## src/rtl/sram_controller.sv

```systemverilog
// MEM-stage controller for a 32-bit asynchronous SRAM: multi-cycle load/store with pipeline stall.
// Optional misaligned-access trap is compiled in when SRAM_ALIGN_CHECK_EN is defined.
module sram_controller #(
    parameter int unsigned ADDR_WIDTH = 20,
    parameter int unsigned READ_WAIT  = 2,
    parameter int unsigned WRITE_WAIT = 2
) (
    input  logic                  clk,
    input  logic                  rst,
    input  logic [3:0]            memOp_i,
    input  logic [31:0]           physicalAddr_i,
    input  logic [31:0]           storeData_i,
    output logic [31:0]           ramData_o,
    output logic                  stall_o,
    output logic                  addrErr_o,
    output logic [ADDR_WIDTH-1:0] sram_addr_o,
    output logic [31:0]           sram_wdata_o,
    input  logic [31:0]           sram_rdata_i,
    output logic                  sram_data_oe_o,
    output logic                  sram_ce_n_o,
    output logic                  sram_oe_n_o,
    output logic                  sram_we_n_o,
    output logic [3:0]            sram_be_n_o
);
    localparam logic [3:0] OP_LW  = 4'd1;
    localparam logic [3:0] OP_LB  = 4'd2;
    localparam logic [3:0] OP_LBU = 4'd3;
    localparam logic [3:0] OP_LH  = 4'd4;
    localparam logic [3:0] OP_LHU = 4'd5;
    localparam logic [3:0] OP_SW  = 4'd6;
    localparam logic [3:0] OP_SB  = 4'd7;
    localparam logic [3:0] OP_SH  = 4'd8;

    localparam int unsigned MAX_WAIT = (READ_WAIT > WRITE_WAIT) ? READ_WAIT : WRITE_WAIT;
    localparam int unsigned CNT_W    = $clog2(MAX_WAIT + 1);
    localparam logic [CNT_W-1:0] READ_LAST  = CNT_W'(READ_WAIT - 1);
    localparam logic [CNT_W-1:0] WRITE_LAST = CNT_W'(WRITE_WAIT - 1);
    localparam logic [CNT_W-1:0] WRITE_HOLD = CNT_W'(WRITE_WAIT - 2);

    typedef enum logic [1:0] {IDLE, READ, WRITE, DONE} state_t;

    state_t           state;
    logic [CNT_W-1:0] cnt;
    logic [3:0]       op_q;
    logic [1:0]       lo_q;

    logic        op_load;
    logic        op_store;
    logic        op_valid;
    logic [31:0] st_data;
    logic [3:0]  st_be_n;
    logic [7:0]  ld_byte;
    logic [15:0] ld_half;
    logic [31:0] ld_val;
    logic        unused_addr_bits;

    assign op_load  = (memOp_i >= OP_LW) && (memOp_i <= OP_LHU);
    assign op_store = (memOp_i >= OP_SW) && (memOp_i <= OP_SH);
    assign op_valid = op_load | op_store;
    assign unused_addr_bits = ^physicalAddr_i[31:ADDR_WIDTH+2];

`ifdef SRAM_ALIGN_CHECK_EN
    logic misaligned;
    logic addr_err_q;

    always_comb begin
        case (memOp_i)
            OP_LW, OP_SW:         misaligned = physicalAddr_i[1:0] != 2'b00;
            OP_LH, OP_LHU, OP_SH: misaligned = physicalAddr_i[0];
            default:              misaligned = 1'b0;
        endcase
    end

    assign addrErr_o = addr_err_q;
`else
    assign addrErr_o = 1'b0;
`endif

    always_comb begin
        st_data = storeData_i;
        st_be_n = '0;
        case (memOp_i)
            OP_SH: begin
                st_data = {2{storeData_i[15:0]}};
                st_be_n = physicalAddr_i[1] ? 4'b0011 : 4'b1100;
            end
            OP_SB: begin
                st_data = {4{storeData_i[7:0]}};
                st_be_n = ~(4'b0001 << physicalAddr_i[1:0]);
            end
            default: ;
        endcase
    end

    // Extraction sits in front of the result register, so ramData_o holds the
    // extended value of the word sampled on the last READ cycle.
    always_comb begin
        case (lo_q)
            2'd0:    ld_byte = sram_rdata_i[7:0];
            2'd1:    ld_byte = sram_rdata_i[15:8];
            2'd2:    ld_byte = sram_rdata_i[23:16];
            default: ld_byte = sram_rdata_i[31:24];
        endcase
        ld_half = lo_q[1] ? sram_rdata_i[31:16] : sram_rdata_i[15:0];
        case (op_q)
            OP_LB:   ld_val = {{24{ld_byte[7]}}, ld_byte};
            OP_LBU:  ld_val = {24'h0, ld_byte};
            OP_LH:   ld_val = {{16{ld_half[15]}}, ld_half};
            OP_LHU:  ld_val = {16'h0, ld_half};
            default: ld_val = sram_rdata_i;
        endcase
    end

    always_comb begin
        case (state)
            IDLE:        stall_o = op_valid;
            READ, WRITE: stall_o = 1'b1;
            default:     stall_o = 1'b0;
        endcase
    end

    always_ff @(posedge clk) begin
        if (rst) begin
            state          <= IDLE;
            cnt            <= '0;
            op_q           <= '0;
            lo_q           <= '0;
            ramData_o      <= '0;
            sram_addr_o    <= '0;
            sram_wdata_o   <= '0;
            sram_data_oe_o <= 1'b0;
            sram_ce_n_o    <= 1'b1;
            sram_oe_n_o    <= 1'b1;
            sram_we_n_o    <= 1'b1;
            sram_be_n_o    <= '1;
`ifdef SRAM_ALIGN_CHECK_EN
            addr_err_q     <= 1'b0;
`endif
        end else begin
            case (state)
                IDLE: begin
                    if (op_valid) begin
                        op_q <= memOp_i;
                        lo_q <= physicalAddr_i[1:0];
                        cnt  <= '0;
`ifdef SRAM_ALIGN_CHECK_EN
                        if (misaligned) begin
                            state      <= DONE;
                            addr_err_q <= 1'b1;
                            if (op_load)
                                ramData_o <= '0;
                        end else
`endif
                        if (op_load) begin
                            state          <= READ;
                            sram_addr_o    <= physicalAddr_i[ADDR_WIDTH+1:2];
                            sram_be_n_o    <= '0;
                            sram_data_oe_o <= 1'b0;
                            sram_ce_n_o    <= 1'b0;
                            sram_oe_n_o    <= 1'b0;
                        end else begin
                            state          <= WRITE;
                            sram_addr_o    <= physicalAddr_i[ADDR_WIDTH+1:2];
                            sram_wdata_o   <= st_data;
                            sram_be_n_o    <= st_be_n;
                            sram_data_oe_o <= 1'b1;
                            sram_ce_n_o    <= 1'b0;
                            sram_we_n_o    <= 1'b0;
                        end
                    end
                end
                READ: begin
                    cnt <= cnt + 1'b1;
                    if (cnt == READ_LAST) begin
                        state       <= DONE;
                        ramData_o   <= ld_val;
                        sram_ce_n_o <= 1'b1;
                        sram_oe_n_o <= 1'b1;
                        sram_be_n_o <= '1;
                    end
                end
                WRITE: begin
                    cnt <= cnt + 1'b1;
                    // we_n rises one cycle early so addr/data/be are held past the write pulse
                    if (cnt == WRITE_HOLD)
                        sram_we_n_o <= 1'b1;
                    if (cnt == WRITE_LAST) begin
                        state          <= DONE;
                        sram_ce_n_o    <= 1'b1;
                        sram_we_n_o    <= 1'b1;
                        sram_data_oe_o <= 1'b0;
                        sram_be_n_o    <= '1;
                    end
                end
                DONE: begin
                    state <= IDLE;
`ifdef SRAM_ALIGN_CHECK_EN
                    addr_err_q <= 1'b0;
`endif
                end
                default: state <= IDLE;
            endcase
        end
    end
endmodule

```

## config.mk

```make
export PLATFORM = sky130hd
export DESIGN_NAME = sram_controller
export DESIGN_NICKNAME = d
export VERILOG_FILES = /design/src/rtl/sram_controller.sv
export SDC_FILE = /design/constraint.sdc
export NUM_CORES = 1
export LEC_CHECK = 0
export CAP_MARGIN = 15
export CELL_PAD_IN_SITES_DETAIL_PLACEMENT = 1
export CELL_PAD_IN_SITES_GLOBAL_PLACEMENT = 1
export CORE_UTILIZATION = 30
export DETAILED_ROUTE_END_ITERATION = 12
export PLACE_DENSITY_LB_ADDON = 0.05
export SETUP_SLACK_MARGIN = 0.5
export SLEW_MARGIN = 20
export SYNTH_ARGS = -nofsm -noshare
export SYNTH_HDL_FRONTEND = slang
export SYNTH_SLANG_ARGS = --single-unit
```

## constraint.sdc

```tcl
create_clock -name clk -period 2.8 [get_ports clk]
set_clock_uncertainty 0.15 [all_clocks]
set_input_delay 0.28 -clock clk [delete_from_list [all_inputs] [get_ports clk]]
set_output_delay 0.28 -clock clk [all_outputs]
set_load 0.1 [all_outputs]
```

==> flow_summary.toml, run 1 <==
[layout]
area_growth_pct = 44.71
final_cell_mix = "115 x nand2_1, 111 x buf_4, 102 x dfxtp_1"
drive_above_1_share = 0.2046
postLayoutCellArea_um2 = 6864
finish.utilization = 0.4482
fin_nets = 847
layout_commonest_cell = "nand2_1"
antennaDiodeCount = 0

[power]
p_leak_nw = 2.670
power_mw = 6.077
ir_worst_vdd_mv = 0.3378
p_per_area_nw_per_um2 = 885.3

[setup_path]
start_kind = "register"
crit_type = "register to output port"
cp.required_ps = 2370
crit_buf_inv = 2
reg2reg_depth = 5
ff2ff_setup_slack_ps = 730
worst_path_largest_cell_delay_ps = 420
rr_endpoint = "ramData_o[4]"
crit_path_cell_trace = "inv_2 -> ha_1 -> or3b_4 -> a21oi_4 -> buf_12"
worst_r2r_startpoint = "lo_q[1]"
worstPathArrival_ps = 1750
cp-end-kind = "output port"
crit_path_top_delay_cell = "or3b_4"
path_delay_family = "simple AND/OR/NAND/NOR gates"
critPathMaxFanout = 4

[cts]
cts_tree = "built"
cts.path.max_buffers = 2
cts_buffers = 9
worstSkewPairLatency_ps = 350
clkTransAtPathRegs_ps = 70
clock-sinks = 102
htreeDepth = 3
cts_root_buf = "clkbuf_16"

[timing]
setup_viol = 0
finalHoldViolations = 0
fmax_mhz = 457.8
fin_crit_sh = 0.7801
slew_headroom = 0.5030
rsz0062_at_grt = "false"
tns_ps = 0
worstMarginPinSlew_ps = 742.6
drv_slew = 0
min_period_ps = 2184

[placed_design]
gp_congestion = 0.8204
hpwl_um = 12550
placed_area_um2 = 6548
port-buffer-count = 184

[global_routing]
grt_max_degree = 41
grt_overflow = 0
first_global_vias = 5012
antenna_found_initial = 0
track_usage = 0.2113
grt_pass1_wl_um = 26650

[floorplan]
die_w_um = 127.7
fp.dieH_um = 127.7
io_pins = 196
start_util = 0.3097
row_count = 45
dieArea_um2 = 16320
coreArea_um2 = 15310

[logic_synthesis]
synthFlopType = "dfxtp_1"
synth_edf_count = 0
seq_area_frac_synth = 0.4305
synth_cells = 570
ys_types = 49
postSynth.asyncResetShare = 0
ys_seq_elements = 102
synth_area_um2 = 4743
syn_nets = 679
avgSynthCellArea_um2 = 8.322
ys_warn_count = 0

[route]
vias = 4867
drt_iter0_drc = 234
avgRoutedWirePerCell_um = 17.81
drc = 0
avgViaCountPerCell = 5.102
drtAntennaViolNets = 0
first_pass_iters = 4
routed_wl_um = 16990

[job]
cap_viol_max_count = 0

[hold_path]
hp-start = "rst"
worstHoldEndpoint = "lo_q[1]"
min_path_type = "input port to register"
worstHoldPathCells = 2

[run_status]
status = "completed"
[cell families (layout without fill, tap and decap cells)]
logic type	count (synthesis)	in the layout	synth area share
muxes	16	16	0.05513
adders and majority gates	7	7	0.01846
buffers and inverters	56	229	0.06067
other	1	1	0.0007906
DFF	102	102	0.4305
and+or+nand+nor	199	199	0.1865
AOI/OAI and AO/OA	189	189	0.2480
[what timing repair did]
action | 4_1_cts | 5_1_grt
setup endpoints to repair | 1 | 1
hold buffers | 0 | 0
pin swaps | 0 | 0
endpoints found under the hold margin | 0 | 0
buffers inserted | 0 | 0
resized for setup | 6 | 3
[per-stage QoR]
step | hold slack [ps] | cells | setup WS, ps
3_3_place_gp | 291.2 | 938 | 57.84
4_1_cts | 299.3 | 954 | 555.5
6_report | 294.3 | 954 | 615.8
2_1_floorplan | 266.0 | 570 | 434.4
5_1_grt | 315.5 | 954 | 548.4
3_5_place_dp | 299.7 | 938 | 193.2
[routing by layer]
| layer | global-route usage | vias up | wire [um] | share of wire |
|---|---|---|---|---|
| met3 | 0.05259 | 22 | 1230 | 0.072 |
| met1 | 0.2501 | 2345 | 7245 | 0.43 |
| met2 | 0.3670 | 156 | 8174 | 0.48 |
| li1 | - | 2344 | - | - |
| met4 | 0.08166 | 0 | 337 | 0.020 |
| met5 | 0 | - | 0 | 0 |
[worst max-delay path by stage]
stage / startpoint / to / cells past startpoint
finish: state[0] / stall_o / 5
global route: lo_q[1] / ramData_o[1] / 5
CTS: state[1] / stall_o / 5
detailed placement: memOp_i[1] / sram_addr_o[7] / 7
global placement: memOp_i[3] / sram_data_oe_o / 5
floorplan: memOp_i[0] / stall_o / 6
[sequential cells by signal, summed over array words and instances, names as in the netlist]
signal          cells
cnt                 2
lo_q                2
op_q                4
ramData_o          32
sram_addr_o        20
sram_be_n_o         4
sram_ce_n_o         1
sram_data_oe_o      1
sram_oe_n_o         1
sram_wdata_o       32
sram_we_n_o         1
state               2
[cell type report]
class	instances	area [um2]
Inverter	9	33.78
Sequential cell	102	2042
Multi-Input combinational cell	412	2444
Fill cell	1805	8451
Clock buffer	10	229.0
Clock inverter	6	77.57
Timing Repair Buffer	204	1774
Tap cell	211	264.0
[report_power, final]
| group | switching (mW) | internal (mW) |
|---|---|---|
| sequential | 0.137 | 1.66 |
| combinational | 2.15 | 0.818 |
| clock | 0.608 | 0.710 |
| total | 2.89 | 3.18 |
[cell usage after synthesis (all sizes together), types with 3 or more instances]
master  count  area [um2]
a211oi     33       252.7
nand2b      3       18.77
nand3       5       25.02
clkbuf     19       71.32
a21oi      79       399.1
nand2     115       431.7
a311oi      9       78.83
o21a        4       30.03
buf        28       182.7
o31a        3       26.28
a221oi      8       70.07
ha          7       87.58
a31oi       9       56.30
dfxtp     102        2042
inv         9       33.78
a21boi      3       22.52
mux4        8       180.2
o22ai       7       43.79
nor2       56       217.7
o21ai      28       151.4
mux2i       7       70.07
[worst register-to-register path: cells and delay by family, from the launching register on]
family                 cells  cell delay (ps)
AOI/OAI and AO/OA          2              400
buffers and inverters      1              240
DFF                        1              600
and+or+nand+nor            2              540
Power figures use the tool's default switching activity.
==> run 2: changes to the inputs <==
- CORE_UTILIZATION: 30 -> 28
- clock period: 2.8 -> 1.85 ns (I/O delays scaled with it)
==> run 2 against run 1 <==
  * The run now ends with setup timing left
  * First-iteration DRC count shrank 25%
  * Via count grew 11%
  * Register-to-register slack lost 920 ps
==> flow_summary.toml, run 2 (synthesis results as in run 1) <==
[route]
first_pass_iters = 4
drc = 0
avgRoutedWirePerCell_um = 20.75
avgViaCountPerCell = 5.147
vias = 5420
drtAntennaViolNets = 0
drt_iter0_drc = 176
routed_wl_um = 21850

[placed_design]
port-buffer-count = 184
place_inst = 982
gp_congestion = 0.8376
hpwl_um = 13890

[floorplan]
coreArea_um2 = 16580
row_count = 47
die_w_um = 132.2
fp.dieH_um = 132.2
start_util = 0.2860
dieArea_um2 = 17460
io_pins = 196

[power]
p_per_area_nw_per_um2 = 1216
p_leak_nw = 3.757
ir_worst_vdd_mv = 0.7378

[global_routing]
track_usage = 0.2483
grt_pass1_wl_um = 33440
antenna_found_initial = 0
grt_max_degree = 47
grt_overflow = 0
first_global_vias = 5897

[job]
cap_viol_max_count = 0

[cts]
cts.path.max_buffers = 2
cts_buffers = 9
worstSkewPairLatency_ps = 360
cts_tree = "built"
cts_root_buf = "clkbuf_16"
clkTransAtPathRegs_ps = 80
htreeDepth = 3
clock-sinks = 102

[layout]
area_growth_pct = 110.1
fin_nets = 937
final_cell_mix = "86 x clkdlybuf4s50_1, 72 x nand2_1, 69 x dfxtp_1"
antennaDiodeCount = 0
finish.utilization = 0.6009
top_regs = "ramData_o: 32 flops, sram_wdata_o: 32 flops, sram_addr_o: 20 flops"
stdcell_count = 1053
drive_above_1_share = 0.5654
layout_commonest_cell = "clkdlybuf4s50_1"
fillers = 1720
seqCellArea_um2 = 2098
multiInputGateArea_um2 = 3505

[setup_path]
worst_r2r_startpoint = "state[0]"
worstPathArrival_ps = 2130
start_kind = "register"
rr_endpoint = "sram_wdata_o[28]"
cp-end-kind = "register"
ff2ff_setup_slack_ps = -190
crit_type = "register to register"
critPathMaxFanout = 5
cp.required_ps = 1940
reg2reg_depth = 12

[timing]
fmax_mhz = 491.3
setup_viol = 67
rsz0062_at_grt = "true"
drv_slew = 0
slew_headroom = 0.5157
min_period_ps = 2036
worstMarginPinSlew_ps = 725.7
finalHoldViolations = 0
fin_crit_sh = 1.100
setup_slack_ps = -185.5

[run_status]
failed_checks = "setup timing"
status = "complete, but fails checks"

[hold_path]
min_path_type = "input port to register"
worstHoldEndpoint = "sram_wdata_o[1]"
worstHoldPathCells = 2
hp-start = "rst"
-- run 2: cell types whose count changed in the layout (fill, tap and decap cells not counted), sizes merged --
cell and change:
buf +88, clkbuf +3, inv -2, clkinv +1
-- run 2: where the power goes --
| group | switching, mW | internal [mW] | leakage (nW) |
|---|---|---|---|
| registers | 0.366 | 2.54 | 0.846 |
| clock network | 0.921 | 1.13 | 0.152 |
| logic | 4.16 | 3.01 | 2.76 |
-- run 2: worst max-delay path: stages, from the launching register on --
cell      delay (ps)
dfxtp_4          360
clkinv_4          60
ha_4             160
buf_4            130
buf_6            100
buf_6            110
buf_12           130
o21a_4           140
buf_6            120
buf_6            130
buf_12           140
o21ai_4          130
a31oi_1           60
-- run 2: worst max-delay path by stage --
stage                          start               end  slack (ps)  depth (start not counted)
after CTS                   state[1]           stall_o        -210                          5
after floorplan           memOp_i[0]           stall_o        -320                          6
after detailed placement  memOp_i[3]  sram_wdata_o[14]        -410                          6
after global routing        state[0]           stall_o        -220                          5
final                       state[0]  sram_wdata_o[28]        -190                         12
after global placement    memOp_i[0]       sram_ce_n_o        -320                          6
-- run 2: layer usage --
metal / part of all wire / wire length [um] / GRT usage / vias to the layer above
met4: 0.018 / 403 / 0.06202 / 0
met5: 0 / 0 / 0 / -
met3: 0.051 / 1112 / 0.05882 / 27
met1: 0.40 / 8687 / 0.2853 / 2686
li1: - / - / - / 2545
met2: 0.53 / 11640 / 0.4588 / 162
-- run 2: per-stage QoR --
stage / worst slack (ps) / area, um2 / setup TNS, ps / hold WS (ps) / total power, mW
after CTS: -210.2 / 9390 / -2411 / 51.54 / 11.55
after global routing: -223.2 / 9965 / -9288 / 77.85 / 12.59
final: -185.5 / 9965 / -4933 / 62.84 / 12.12
after floorplan: -322.8 / 5224 / -322.8 / 167.9 / 6.589
after detailed placement: -410.6 / 7516 / -19130 / 299.5 / 8.083
after global placement: -322.1 / 7516 / -15150 / 290.0 / 7.973
-- run 2: what timing repair did --
action	4_1_cts	5_1_grt
endpoints found under the hold margin	0	0
setup buffers	33	8
cloned	13	1
endpoints found under the setup margin	130	153
resized for setup	270	127
hold buffers	0	0
pin swaps	76	33
-- run 2: final cells by class --
class                           instances  area share
Timing Repair Buffer                  294      0.3744
Multi-Input combinational cell        412      0.3517
Sequential cell                       102      0.2106
Tap cell                              220     0.02762
Clock buffer                           11     0.02536
Clock inverter                          5    0.005650
Inverter                                9    0.004646
